--- config.mk ---
export PLATFORM = sky130hd
export DESIGN_NAME = mem_req_ctrl_flat
export DESIGN_NICKNAME = d
export VERILOG_FILES = /design/src/rtl/mem_req_ctrl_if.sv /design/src/rtl/mem_req_ctrl.sv /design/src/flat_wrapper.sv
export SDC_FILE = /design/constraint.sdc
export NUM_CORES = 1
export LEC_CHECK = 0
export BUFFER_PORTS_ARGS = -buffer_cell sky130_fd_sc_hd__buf_4
export CELL_PAD_IN_SITES_DETAIL_PLACEMENT = 2
export CELL_PAD_IN_SITES_GLOBAL_PLACEMENT = 2
export CORE_UTILIZATION = 25
export DETAILED_ROUTE_END_ITERATION = 10
export PLACE_DENSITY = 0.88
export SKIP_LAST_GASP = 1
export SYNTH_ARGS = -nofsm -noshare
export SYNTH_HDL_FRONTEND = slang
export SYNTH_SLANG_ARGS = --single-unit
--- constraint.sdc ---
create_clock -name clk -period 5.1 [get_ports clk]
set_clock_uncertainty 0.05 [all_clocks]
set_input_delay 0.255 -clock clk [delete_from_list [all_inputs] [get_ports clk]]
set_output_delay 0.255 -clock clk [all_outputs]
set_load 0.03 [all_outputs]
--- src/rtl/mem_req_ctrl_if.sv ---
// mem_req_ctrl_if
//   Bundles the pipeline-side (p_*) and mem_system-side (m_*) signals of
//   mem_req_ctrl, plus the statistics counters.
//   slave  : the controller's view (takes p_* and m_rdata/done/stall/hit/err,
//            drives p_rdata/done, pipe_stall, mem_err, m_* and counters)
//   master : the environment's view (pipeline + mem_system), mirror image
interface mem_req_ctrl_if;
  logic        p_rd;
  logic        p_wr;
  logic [15:0] p_addr;
  logic [15:0] p_wdata;
  logic [15:0] p_rdata;
  logic        p_done;
  logic        pipe_stall;
  logic        mem_err;
  logic [15:0] m_addr;
  logic [15:0] m_wdata;
  logic        m_rd;
  logic        m_wr;
  logic [15:0] m_rdata;
  logic        m_done;
  logic        m_stall;
  logic        m_hit;
  logic        m_err;
  logic [15:0] hit_cnt;
  logic [15:0] miss_cnt;

  modport slave (
    input  p_rd, p_wr, p_addr, p_wdata, m_rdata, m_done, m_stall, m_hit, m_err,
    output p_rdata, p_done, pipe_stall, mem_err, m_addr, m_wdata, m_rd, m_wr,
           hit_cnt, miss_cnt
  );

  modport master (
    output p_rd, p_wr, p_addr, p_wdata, m_rdata, m_done, m_stall, m_hit, m_err,
    input  p_rdata, p_done, pipe_stall, mem_err, m_addr, m_wdata, m_rd, m_wr,
           hit_cnt, miss_cnt
  );
endinterface

--- src/rtl/mem_req_ctrl.sv ---
// mem_req_ctrl
//   Sits between the pipeline MEM stage and mem_system (cache + banked memory).
//   Issues requests combinationally so cache hits finish in the issue cycle,
//   holds the request stable across multi-cycle misses while stalling the
//   pipeline, rejects misaligned / rd&wr requests, and aborts a request that
//   has not completed within TIMEOUT_CYCLES wait cycles.
// Ports
//   clk  : clock, all state on posedge
//   rst  : synchronous active-high reset
//   bus  : mem_req_ctrl_if.slave (pipeline p_*, mem_system m_*, hit/miss counters)
// Parameters
//   TIMEOUT_CYCLES : wait cycles without completion before ABORT
// Optional feature
//   MEM_REQ_STATS_EN : when defined, saturating hit/miss counters are built;
//                      otherwise hit_cnt/miss_cnt are constant zero.
module mem_req_ctrl #(
  parameter int TIMEOUT_CYCLES = 64
) (
  input logic           clk,
  input logic           rst,
  mem_req_ctrl_if.slave bus
);
  localparam int TW = $clog2(TIMEOUT_CYCLES + 1);

  typedef enum logic [1:0] {S_IDLE, S_WAIT, S_ABORT} state_t;

  state_t        r_state, w_nxt;
  logic          r_req_rd, r_req_wr;
  logic [15:0]   r_req_addr, r_req_wdata;
  logic [TW-1:0] r_tmo_cnt;

  logic        w_req, w_bad, w_fin, w_latch;
  logic        w_p_done, w_stall, w_err, w_m_rd, w_m_wr;
  logic [15:0] w_p_rdata, w_m_addr, w_m_wdata;

  // Stall/hit are informational only; completion is keyed on m_done.
  logic w_unused;
  assign w_unused = ^{bus.m_stall, bus.m_hit};

  assign w_req = bus.p_rd | bus.p_wr;
  assign w_bad = (bus.p_rd & bus.p_wr) | (w_req & bus.p_addr[0]);
  // A downstream error without done still ends the access.
  assign w_fin = bus.m_done | bus.m_err;

  always_comb begin
    w_nxt     = r_state;
    w_latch   = 1'b0;
    w_p_done  = 1'b0;
    w_stall   = 1'b0;
    w_err     = 1'b0;
    w_p_rdata = 16'h0000;
    w_m_rd    = 1'b0;
    w_m_wr    = 1'b0;
    w_m_addr  = 16'h0000;
    w_m_wdata = 16'h0000;
    case (r_state)
      S_IDLE: begin
        if (w_bad) begin
          // Rejected locally; never reaches mem_system.
          w_p_done = 1'b1;
          w_err    = 1'b1;
        end else if (w_req) begin
          w_m_rd    = bus.p_rd;
          w_m_wr    = bus.p_wr;
          w_m_addr  = bus.p_addr;
          w_m_wdata = bus.p_wdata;
          if (w_fin) begin
            w_p_done = 1'b1;
            w_err    = bus.m_err;
            if (bus.m_done && bus.p_rd) w_p_rdata = bus.m_rdata;
          end else begin
            w_stall = 1'b1;
            w_latch = 1'b1;
            w_nxt   = S_WAIT;
          end
        end
      end
      S_WAIT: begin
        // Replay the latched request; the pipeline may change p_* meanwhile.
        w_m_rd    = r_req_rd;
        w_m_wr    = r_req_wr;
        w_m_addr  = r_req_addr;
        w_m_wdata = r_req_wdata;
        if (w_fin) begin
          w_p_done = 1'b1;
          w_err    = bus.m_err;
          if (bus.m_done && r_req_rd) w_p_rdata = bus.m_rdata;
          w_nxt    = S_IDLE;
        end else begin
          w_stall = 1'b1;
          if (r_tmo_cnt == TW'(TIMEOUT_CYCLES - 1)) w_nxt = S_ABORT;
        end
      end
      S_ABORT: begin
        w_p_done = 1'b1;
        w_err    = 1'b1;
        w_nxt    = S_IDLE;
      end
      default: w_nxt = S_IDLE;
    endcase
  end

  always_ff @(posedge clk) begin
    if (rst) begin
      r_state     <= S_IDLE;
      r_req_rd    <= 1'b0;
      r_req_wr    <= 1'b0;
      r_req_addr  <= 16'h0000;
      r_req_wdata <= 16'h0000;
      r_tmo_cnt   <= '0;
    end else begin
      r_state <= w_nxt;
      if (w_latch) begin
        r_req_rd    <= bus.p_rd;
        r_req_wr    <= bus.p_wr;
        r_req_addr  <= bus.p_addr;
        r_req_wdata <= bus.p_wdata;
        r_tmo_cnt   <= '0;
      end else if (r_state == S_WAIT && !w_fin) begin
        r_tmo_cnt <= r_tmo_cnt + 1'b1;
      end
    end
  end

  assign bus.p_done     = w_p_done;
  assign bus.pipe_stall = w_stall;
  assign bus.mem_err    = w_err;
  assign bus.p_rdata    = w_p_rdata;
  assign bus.m_rd       = w_m_rd;
  assign bus.m_wr       = w_m_wr;
  assign bus.m_addr     = w_m_addr;
  assign bus.m_wdata    = w_m_wdata;

`ifdef MEM_REQ_STATS_EN
  logic [15:0] r_hit_cnt, r_miss_cnt;
  logic        w_hit, w_miss;

  // Hit = clean completion in the issue cycle; miss = clean completion from WAIT.
  assign w_hit  = w_p_done & ~w_err & (r_state == S_IDLE);
  assign w_miss = w_p_done & ~w_err & (r_state == S_WAIT);

  always_ff @(posedge clk) begin
    if (rst) begin
      r_hit_cnt  <= 16'h0000;
      r_miss_cnt <= 16'h0000;
    end else begin
      if (w_hit && r_hit_cnt != 16'hFFFF)   r_hit_cnt  <= r_hit_cnt + 16'd1;
      if (w_miss && r_miss_cnt != 16'hFFFF) r_miss_cnt <= r_miss_cnt + 16'd1;
    end
  end

  assign bus.hit_cnt  = r_hit_cnt;
  assign bus.miss_cnt = r_miss_cnt;
`else
  assign bus.hit_cnt  = 16'h0000;
  assign bus.miss_cnt = 16'h0000;
`endif
endmodule

--- src/flat_wrapper.sv ---
// flat-port wrapper written by rule: the top's interface ports become plain ports
module mem_req_ctrl_flat 
#(
  parameter int TIMEOUT_CYCLES = 64
)
  (clk, rst, bus_p_rd, bus_p_wr, bus_p_addr, bus_p_wdata, bus_m_rdata, bus_m_done, bus_m_stall, bus_m_hit, bus_m_err, bus_p_rdata, bus_p_done, bus_pipe_stall, bus_mem_err, bus_m_addr, bus_m_wdata, bus_m_rd, bus_m_wr, bus_hit_cnt, bus_miss_cnt);
  mem_req_ctrl_if bus_i ();
  input logic clk;
  input logic rst;
  input wire logic [$bits(bus_i.p_rd)-1:0] bus_p_rd;
  input wire logic [$bits(bus_i.p_wr)-1:0] bus_p_wr;
  input wire logic [$bits(bus_i.p_addr)-1:0] bus_p_addr;
  input wire logic [$bits(bus_i.p_wdata)-1:0] bus_p_wdata;
  input wire logic [$bits(bus_i.m_rdata)-1:0] bus_m_rdata;
  input wire logic [$bits(bus_i.m_done)-1:0] bus_m_done;
  input wire logic [$bits(bus_i.m_stall)-1:0] bus_m_stall;
  input wire logic [$bits(bus_i.m_hit)-1:0] bus_m_hit;
  input wire logic [$bits(bus_i.m_err)-1:0] bus_m_err;
  output wire logic [$bits(bus_i.p_rdata)-1:0] bus_p_rdata;
  output wire logic [$bits(bus_i.p_done)-1:0] bus_p_done;
  output wire logic [$bits(bus_i.pipe_stall)-1:0] bus_pipe_stall;
  output wire logic [$bits(bus_i.mem_err)-1:0] bus_mem_err;
  output wire logic [$bits(bus_i.m_addr)-1:0] bus_m_addr;
  output wire logic [$bits(bus_i.m_wdata)-1:0] bus_m_wdata;
  output wire logic [$bits(bus_i.m_rd)-1:0] bus_m_rd;
  output wire logic [$bits(bus_i.m_wr)-1:0] bus_m_wr;
  output wire logic [$bits(bus_i.hit_cnt)-1:0] bus_hit_cnt;
  output wire logic [$bits(bus_i.miss_cnt)-1:0] bus_miss_cnt;
  assign bus_i.p_rd = bus_p_rd;
  assign bus_i.p_wr = bus_p_wr;
  assign bus_i.p_addr = bus_p_addr;
  assign bus_i.p_wdata = bus_p_wdata;
  assign bus_i.m_rdata = bus_m_rdata;
  assign bus_i.m_done = bus_m_done;
  assign bus_i.m_stall = bus_m_stall;
  assign bus_i.m_hit = bus_m_hit;
  assign bus_i.m_err = bus_m_err;
  assign bus_p_rdata = bus_i.p_rdata;
  assign bus_p_done = bus_i.p_done;
  assign bus_pipe_stall = bus_i.pipe_stall;
  assign bus_mem_err = bus_i.mem_err;
  assign bus_m_addr = bus_i.m_addr;
  assign bus_m_wdata = bus_i.m_wdata;
  assign bus_m_rd = bus_i.m_rd;
  assign bus_m_wr = bus_i.m_wr;
  assign bus_hit_cnt = bus_i.hit_cnt;
  assign bus_miss_cnt = bus_i.miss_cnt;
  mem_req_ctrl #(.TIMEOUT_CYCLES(TIMEOUT_CYCLES)) u_core (.clk(clk), .rst(rst), .bus(bus_i));
endmodule
==> results by group <==
Setup path
  – Reg2reg end: u_core.r_req_addr[6]$_SDFFE_PP0P_
  – Worst Path Arrival: ~2.5 ns
  – Bufs and invs on worst path: 2
  – Reg-to-reg slack, setup: 3.00 ns
  – Slowest-stage cell, CP: nor2_2
  – Stages on the worst setup path: 5
  – Largest stage delay, worst path: 0.53 ns
  – CP endpoint kind: primary output
  – Max FO, Critical Path: 19
  – R2R depth: 3
  – Cells along the critical path: or3_1, nor2_2, buf_4, a22o_1, buf_4
  – Setup crit start kind: flop
  – Critical Path RT: 4.80 ns
  – Worst Setup Path Type: flop to primary output
  – CP delay by family, top: simple AND/OR/NAND/NOR gates
  – RR Startpoint: u_core.r_state[1]$_SDFFE_PP0P_
  – Crit-path most repeated cell: buf_4

CTS
  – Post-CTS Resized: 0
  – Hold-fix buffers, CTS: 0
  – Root buffer cell: clkbuf_8
  – CTS tree: built
  – # clock sinks: 43
  – Htree depth: 2
  – Setup bufs post-CTS: 0
  – Clk Latency, worst-skew pair: 0.30 ns
  – CTS Buf Count: 5
  – CTS Buffer Depth: 2
  – Clock transition at path regs: 0.09 ns

Timing
  – Count of final setup violators: 0
  – Fmax: between 300 and 400 MHz
  – Unrepaired setup endpoints after global routing: false
  – Rel. slew slack: 48.3%
  – Slew Viols, Final: 0
  – Final Cycle Share: approximately 54%
  – Slew @ Worst Pin: 0.772 ns
  – Final min period: 2.76 ns
  – Final Hold Fails: 0
  – Post-route setup TNS: 0 ns

Yosys
  – Post-synth EDFFs: 0
  – Netlist Area Pre-Place: ~0.0024 mm²
  – Top-area cell type share of the netlist area: a little over a third
  – Synth cell types: 41
  – Register area share after synthesis: 35.2%
  – Largest area contributor in the netlist: dfxtp_1
  – Count leader, synth: a22o_1
  – Yosys warning total: 0
  – Synth async-reset ratio: 0%
  – Synth cell count leaders: a22o_1 (54), dfxtp_1 (43), buf_4 (35), and2_1 (19), nand2b_1 (18)
  – Synth Instances: around 270
  – Syn_area_per_cell: 9.24 µm²
  – Top FF cell, synth: dfxtp_1
  – Synth top area cells: dfxtp_1 (35%), a22o_1 (19%), buf_4 (11%), and2_1 (4.9%), nand2b_1 (4.6%)
  – FF+latch count, synth: 43

Floorplanning
  – Initial Utilization: about a quarter
  – Placeable Area: roughly 0.0094 mm²
  – Num ports: approximately 140
  – Die X: 101 µm
  – Die Y: 101 µm
  – Die ar.: 0.0102 mm²
  – FP Rows: 35

Global routing
  – Initial antenna violation count: 0
  – Largest net degree at the start of global routing: 26
  – First-pass GRT wire length: 12500 µm
  – Vias in the first global route: 2472
  – GRT Util Overall: between 10% and 20%
  – GRT overflow: 0

Routing
  – Wire length per cell: 16.2 µm
  – Final ANT Viol Nets: 0
  – Vias: 2311
  – DRC viols: 0
  – Vias per Instance: 4.71
  – TritonRoute pass-1 iters: 3
  – Initial DRC count: 47
  – Final WL: 7960 µm

Layout
  – Post-route cell area: 0.00333 mm²
  – Nets: 418
  – Fill count: 1093
  – Syn-to-layout area delta: 36.2%
  – Final Core Density: 35.6%
  – Ant diodes: 0
  – Cell Count, Final, Fillers Out: 491
  – Share of layout cells above drive strength 1: around a third

Placed design
  – Post-DP Area: 0.00322 mm²
  – GPL Wtd Cong: ~0.72
  – Placed Cells: 483
  – HPWL Detailed: a little under 6000 µm
  – IO Port Bufs: 106

Run
  – MaxCap Viol Count: 0

Power and ir drop
  – Design Power: 0.820 mW
  – Total leakage power: 1.50 nW
  – Worst IR Drop VDD: 0.106 mV
  – Pwr dens: 246 mW/mm²

Min path
  – Hold Path Cell Cnt: 2
  – HP Class: input pin to flop
  – Hold_sp: bus_p_addr[3]
  – Worst hold endpoint: u_core.r_req_addr[3]$_SDFFE_PP0P_

Outcome
  – Status: complete, no violations
==> layout make-up <==
cell class	instances	area, µm²	share of cell area (%)
multi-input combinational	197	1360	40.7
clock inverter	3	43.8	1.31
clock buffer	5	68.8	2.06
timing repair buffer	110	826	24.8
sequential	43	861	25.8
tap	129	161	4.84
inverter	4	15.0	0.450
==> state kept, by name, indices dropped and copies added, names as in the netlist <==
| name | count |
|---|---|
| u_core.r_state | 2 |
| u_core.r_req_rd | 1 |
| u_core.r_req_wr | 1 |
| u_core.r_req_wdata | 16 |
| u_core.r_tmo_cnt | 7 |
| u_core.r_req_addr | 16 |
==> layout by cell type (no fill, tap or decap), drive strengths merged, types with 2 or more instances in the layout <==
cell and instances:
or4b 2, or3 6, o32ai 2, nor4b 2
a22o 54, clkbuf 5, xor2 2, o21ai 5
and2 19, a31oi 2, nor3 3, buf 110
nor2 6, a21o 2, nand2b 18, a21oi 10
nand2 4, nand3 4, conb 32, or4 2
mux2i 8, dfxtp 43, o31ai 2, clkinv 2
inv 4
==> per-layer routing <==
layer / up-vias / GRT usage, % / routed length, µm
li1: 1094 / - / -
met4: 0 / 3.12 / 101
met3: 10 / 5.20 / 693
met5: - / 0 / 0
met2: 95 / 29.6 / 3950
met1: 1112 / 16.7 / 3220
==> cells by family after synthesis <==
| group | after synthesis | synth area share, % |
|---|---|---|
| compound gates | 85 | 27.9 |
| xor+xnor | 3 | 1.07 |
| fa+ha+maj | 1 | 0.511 |
| buf+inv | 56 | 14.6 |
| flops | 43 | 35.2 |
| mux | 8 | 3.27 |
| other cells | 1 | 0.153 |
| simple gates | 68 | 17.4 |
==> worst max-delay path by stage <==
| stage | start | to | slack, ns |
|---|---|---|---|
| floorplan | bus_p_rd | bus_p_rdata[10] | 3.11 |
| global placement | u_core.r_state[1]$_SDFFE_PP0P_ | bus_m_addr[1] | 2.68 |
| detailed placement | u_core.r_state[1]$_SDFFE_PP0P_ | bus_m_addr[7] | 2.63 |
| CTS | u_core.r_state[1]$_SDFFE_PP0P_ | bus_m_addr[7] | 2.31 |
| global route | u_core.r_state[1]$_SDFFE_PP0P_ | bus_m_addr[7] | 2.21 |
| finish | u_core.r_state[1]$_SDFFE_PP0P_ | bus_m_addr[7] | 2.34 |
==> where the power goes <==
part / internal (mW) / switching, mW
Sequential: 0.342 / 0.00455
Combinational: 0.0753 / 0.125
Clock: 0.146 / 0.126
==> metrics by stage <==
stage / setup WS [ns] / hold WS (ns)
floorplan: 3.11 / 0.338
global placement: 2.68 / 0.394
detailed placement: 2.63 / 0.396
CTS: 2.31 / 0.116
global route: 2.21 / 0.109
finish: 2.34 / 0.121
Power figures use the tool's default switching activity.
